$ cat src/rtl/pipe_ctrl.sv
// Pipeline hazard/halt controller: load-use stall, branch flush, halt/drain/single-step
// sequencing, and saturating stall/flush event counters.
module pipe_ctrl #(
    parameter int unsigned CNT_W = 16
) (
    input  logic             CLK,
    input  logic             RST,
    input  logic [4:0]       id_rs,
    input  logic [4:0]       id_rt,
    input  logic             id_rt_used,
    input  logic             ex_memread,
    input  logic [4:0]       ex_rt,
    input  logic             mem_br_taken,
    input  logic             halt_req,
    input  logic             step_req,
    output logic             pc_en,
    output logic             ifid_en,
    output logic             ifid_flush,
    output logic             idex_flush,
    output logic             exmem_flush,
    output logic             halted,
    output logic [CNT_W-1:0] stall_cnt,
    output logic [CNT_W-1:0] flush_cnt
);

    typedef enum logic [1:0] {
        S_RUN    = 2'd0,
        S_DRAIN  = 2'd1,
        S_HALTED = 2'd2,
        S_STEP   = 2'd3
    } state_e;

    localparam logic [CNT_W-1:0] CNT_ONE   = {{(CNT_W-1){1'b0}}, 1'b1};
    localparam logic [2:0]       DRAIN_LEN = 3'd4;

    state_e           state_q, state_d;
    logic [2:0]       drain_q, drain_d;
    logic [CNT_W-1:0] stall_q, stall_d;
    logic [CNT_W-1:0] flush_q, flush_d;

    logic hazard;
    logic stall_ev;
    logic flush_ev;

    always_comb begin
        hazard = ex_memread && (ex_rt != 5'd0) &&
                 ((ex_rt == id_rs) || (id_rt_used && (ex_rt == id_rt)));
    end

    // A taken branch supersedes a load-use stall, so that cycle is a flush, not a stall.
    always_comb begin
        stall_ev = ((state_q == S_RUN) || (state_q == S_DRAIN)) && hazard && !mem_br_taken;
        flush_ev = mem_br_taken && (state_q != S_HALTED);
    end

    always_ff @(posedge CLK) begin
        if (RST) begin
            state_q <= S_RUN;
            drain_q <= '0;
            stall_q <= '0;
            flush_q <= '0;
        end else begin
            state_q <= state_d;
            drain_q <= drain_d;
            stall_q <= stall_d;
            flush_q <= flush_d;
        end
    end

    always_comb begin
        state_d = state_q;
        drain_d = drain_q;
        unique case (state_q)
            S_RUN: begin
                if (halt_req) begin
                    state_d = S_DRAIN;
                    drain_d = DRAIN_LEN;
                end
            end
            S_DRAIN: begin
                if (!halt_req) begin
                    state_d = S_RUN;
                end else if (mem_br_taken) begin
                    // Branch target was just captured; give it a full drain window.
                    drain_d = DRAIN_LEN;
                end else if (!hazard) begin
                    if (drain_q <= 3'd1) begin
                        drain_d = '0;
                        state_d = S_HALTED;
                    end else begin
                        drain_d = drain_q - 3'd1;
                    end
                end
            end
            S_HALTED: begin
                if (!halt_req) begin
                    state_d = S_RUN;
                end else if (step_req) begin
                    state_d = S_STEP;
                end
            end
            S_STEP: begin
                if (!halt_req) begin
                    state_d = S_RUN;
                end else begin
                    state_d = S_DRAIN;
                    drain_d = DRAIN_LEN;
                end
            end
            default: begin
                state_d = S_RUN;
                drain_d = '0;
            end
        endcase
    end

    always_comb begin
        stall_d = stall_q;
        flush_d = flush_q;
        if (stall_ev && (stall_q != '1)) begin
            stall_d = stall_q + CNT_ONE;
        end
        if (flush_ev && (flush_q != '1)) begin
            flush_d = flush_q + CNT_ONE;
        end
    end

    always_comb begin
        pc_en       = 1'b0;
        ifid_en     = 1'b0;
        ifid_flush  = 1'b0;
        idex_flush  = 1'b0;
        exmem_flush = 1'b0;
        halted      = 1'b0;
        if (RST) begin
            ifid_flush  = 1'b1;
            idex_flush  = 1'b1;
            exmem_flush = 1'b1;
        end else begin
            unique case (state_q)
                S_HALTED: begin
                    halted = 1'b1;
                end
                S_RUN, S_DRAIN, S_STEP: begin
                    if (mem_br_taken) begin
                        pc_en       = 1'b1;
                        ifid_en     = 1'b1;
                        ifid_flush  = 1'b1;
                        idex_flush  = 1'b1;
                        exmem_flush = 1'b1;
                    end else if (hazard && (state_q != S_STEP)) begin
                        idex_flush = 1'b1;
                    end else if (state_q == S_DRAIN) begin
                        ifid_en    = 1'b1;
                        ifid_flush = 1'b1;
                    end else begin
                        pc_en   = 1'b1;
                        ifid_en = 1'b1;
                    end
                end
                default: begin
                    halted = 1'b0;
                end
            endcase
        end
    end

    assign stall_cnt = stall_q;
    assign flush_cnt = flush_q;

endmodule

$ cat config.mk
export PLATFORM = sky130hd
export DESIGN_NAME = pipe_ctrl
export DESIGN_NICKNAME = d
export VERILOG_FILES = /design/src/rtl/pipe_ctrl.sv
export SDC_FILE = /design/constraint.sdc
export NUM_CORES = 1
export LEC_CHECK = 0
export CAP_MARGIN = 10
export CORE_ASPECT_RATIO = 0.8
export CORE_UTILIZATION = 45
export CTS_BUF_LIST = sky130_fd_sc_hd__clkbuf_16
export DETAILED_ROUTE_END_ITERATION = 10
export PLACE_DENSITY_LB_ADDON = 0.05
export SYNTH_ARGS = -nofsm -noshare
export SYNTH_HDL_FRONTEND = slang
export SYNTH_SLANG_ARGS = --single-unit
$ cat constraint.sdc
create_clock -name CLK -period 3.3 [get_ports CLK]
set_input_delay 0.99 -clock CLK [delete_from_list [all_inputs] [get_ports CLK]]
set_output_delay 0.99 -clock CLK [all_outputs]
set_load 0.03 [all_outputs]
==> results.md <==
- Crit path cell chain: dlygate4sd2_1 > xnor2_2 > nand3_2 > o22ai_4 > nand2_4 > buf_4 > buf_6 > o31ai_4 > buf_6
- Area leader, netlist: dfxtp_1
- Num ports: 60
- Power Dens Cells: 352 mW/mm²
- Post-synthesis async set-or-reset flop share: 0%
- Worst Slack Setup Final: -0.128 ns
- Crit-path most repeated cell: buf_6
- Drt pass-1 iters: 4
- Max-Cap Viols: 0
- Diodes inserted: 0
- Vias per Instance: approximately 5.2
- Fmax: 292 MHz
- Final setup fails: 4
- GRT Overall Usage: around 22%
- Synthesized area per cell: approximately 8.4 µm²
- First-pass GRT wire length: 8.85 mm
- Synth-to-Final Area Change: 49.4%
- Slew Limit Fails: 0
- Crit path DAT: 2.44 ns
- Synthesis-stage register bit count: 37
- Starting DRT DRC Count: 127
- Top cell type's share of synthesized area: 34.6%
- Cell Rows: 22
- Vias post-DR: 2072
- Root buf cell: clkbuf_16
- Mapped Nets: 287
- Final worst-path cycle share: 104%
- Antenna-violating nets left: 0
- Fin nets: 367
- Hold-fix buffers, CTS: 0
- Starting density of the core: between 40% and 50%
- Fin util: 70.0%
- Num CTS Buffers: 5
- H-tree Lvls: 2
- Pleak: 1.25 nW
- Skew-Pair Late Insertion Delay: 0.28 ns
- Final hold slack: 0.492 ns
- Failing checks: setup timing
- Hold Path Class: flop to flop
- Final setup TNS: -0.256 ns
- Largest net degree at the start of global routing: 14
- CTS tree: yes
- YS warnings: 0
- Die area: between 0.005 and 0.006 mm²
- Critical path endpoint category: primary output
- Clk pin slew, worst setup/hold paths: 0.05 ns
- Syn Inst Count: 256
- Top post-synthesis cells by area: dfxtp_1 (35%), nor2_1 (7.4%), xnor2_1 (6.5%)
- Netlist cell types: 45
- Slew HR: between 60% and 70%
- Fin crit period: 3.43 ns
- Layout cells sized above 1: 20.5%
- Chip height: 63.7 µm
- Dominant cell by count in the synthesized netlist: nor2_1
- Number of global-route vias before repair: 1875
- IR drop worst, VDD: 0.310 mV
- GRT overflow: 0
- Crit Path Class: input port to primary output
- Port buffer count: 59
- Dpl hpwl: 3.90 mm
- Tightest Pin Transition: just under 0.6 ns
- Post-synth EDFFs: 0
- Routed WL per cell: 13.2 µm
- Number of placed cells counting well taps: 386
- Synth Flop Type: dfxtp_1
- Drc violations: 0
- Synth cell count leaders: nor2_1 (42), dfxtp_1 (37), nand2_1 (18)
- Final Skew: ~0.0032 ns
- Core area: 0.00457 mm²
- Final non-filler cell total: 397
- Fill count: 401
- Nature of the critical path startpoint: input port
- Slowest-stage cell, CP: dlygate4sd2_1
- RSZ-0062 raised after global routing: yes
- Post-synthesis cell area: about 0.0021 mm²
- Sequential share of the synthesized area: 34.6%
- Final hold violation count: 0
- Clock Path Buffers: 2
- Final WL: 5.23 mm
- Die Wd: 79.1 µm
- CP Max Fanout: 3
- Status: complete, but fails checks
- TritonCTS Sinks: 37
- GPL Wtd Cong: 0.798
- CP max stage delay: 0.25 ns
- Initial antenna violation count: 0
- Worst EP required: 2.31 ns
[metrics by stage]
stage / area [µm²] / setup slack, ns / total power, W
after global placement: 2930 / -0.446 / 0.000659
after floorplan: 2180 / -0.183 / 0.000584
final: 3200 / -0.128 / 0.00113
after global routing: 3200 / -0.170 / 0.00118
after CTS: 3110 / -0.0748 / 0.00113
after detailed placement: 2930 / -0.476 / 0.000661
[timing repair]
| item | 4_1_cts | 5_1_grt |
|---|---|---|
| resized for setup | 38 | 26 |
| setup buffers | 1 | 2 |
| setup endpoints to repair | 4 | 4 |
| pin swaps | 13 | 14 |
[power breakdown]
part / total [W] / switching, W / internal (W)
Clock: 0.000458 / 0.000181 / 0.000277
Sequential: 0.000464 / 0.00000952 / 0.000454
Combinational: 0.000206 / 0.000108 / 0.0000978
[final timing paths]
kind | startpoint | to | slack [ns] | depth (start not counted)
worst min-delay path | drain_q[1] | drain_q[1] | 0.49 | 2
worst max-delay path | id_rs[4] | idex_flush | -0.13 | 9
worst min register to register | drain_q[1] | drain_q[1] | 0.49 | 2
worst max register to register | state_q[0] | flush_cnt[3] | 1.15 | 8
[registers in the layout (all words and copies together), names as in the netlist]
signal / cells
state_q: 2
stall_cnt: 16
flush_cnt: 16
drain_q: 3
[logic make-up after synthesis]
| logic type | count (synthesis) | share of synthesized area [%] |
|---|---|---|
| xor+xnor | 32 | 13.1 |
| buf+inv | 20 | 3.68 |
| compound gates | 39 | 14.1 |
| fa+ha+maj | 9 | 5.26 |
| flops | 37 | 34.6 |
| mux | 6 | 2.80 |
| simple gates | 113 | 26.5 |
[cell usage in the layout, fill, tap and decap left out, drive strengths merged, types with 6 or more instances in the layout]
| master | count |
|---|---|
| nor2 | 42 |
| clkdlybuf4s50 | 38 |
| dfxtp | 37 |
| buf | 31 |
| nand2 | 18 |
| xor2 | 16 |
| xnor2 | 16 |
| inv | 14 |
| nand3 | 14 |
| nand4 | 12 |
| o21ai | 12 |
| ha | 9 |
| and3 | 8 |
| a21oi | 8 |
| clkbuf | 7 |
| mux2i | 6 |
[final cells by class]
class                   count  area (µm²)  share of cell area (%)
well taps                  60        75.1                    2.35
inverters                  14        52.6                    1.64
flip-flops and latches     37         741                    23.1
multi-input cells         199        1460                    45.5
repair buffers             79         734                    22.9
clock buffers               5         125                    3.91
clock inverters             3        17.5                   0.547
[layer usage]
layer / part of all wire [%] / vias to the layer above / track usage, %
met3: 4.7 / 9 / 5.36
met5: 0 / - / 0
li1: - / 1062 / -
met4: 1.5 / 0 / 7.05
met2: 45 / 48 / 32.5
met1: 49 / 953 / 32.4
[critical path, delay by kind of cell]
kind	cells	cell delay, ns
buf+inv	4	0.65
compound gates	2	0.42
simple gates	2	0.20
xor+xnor	1	0.18
(Power assumes the default switching activity.)
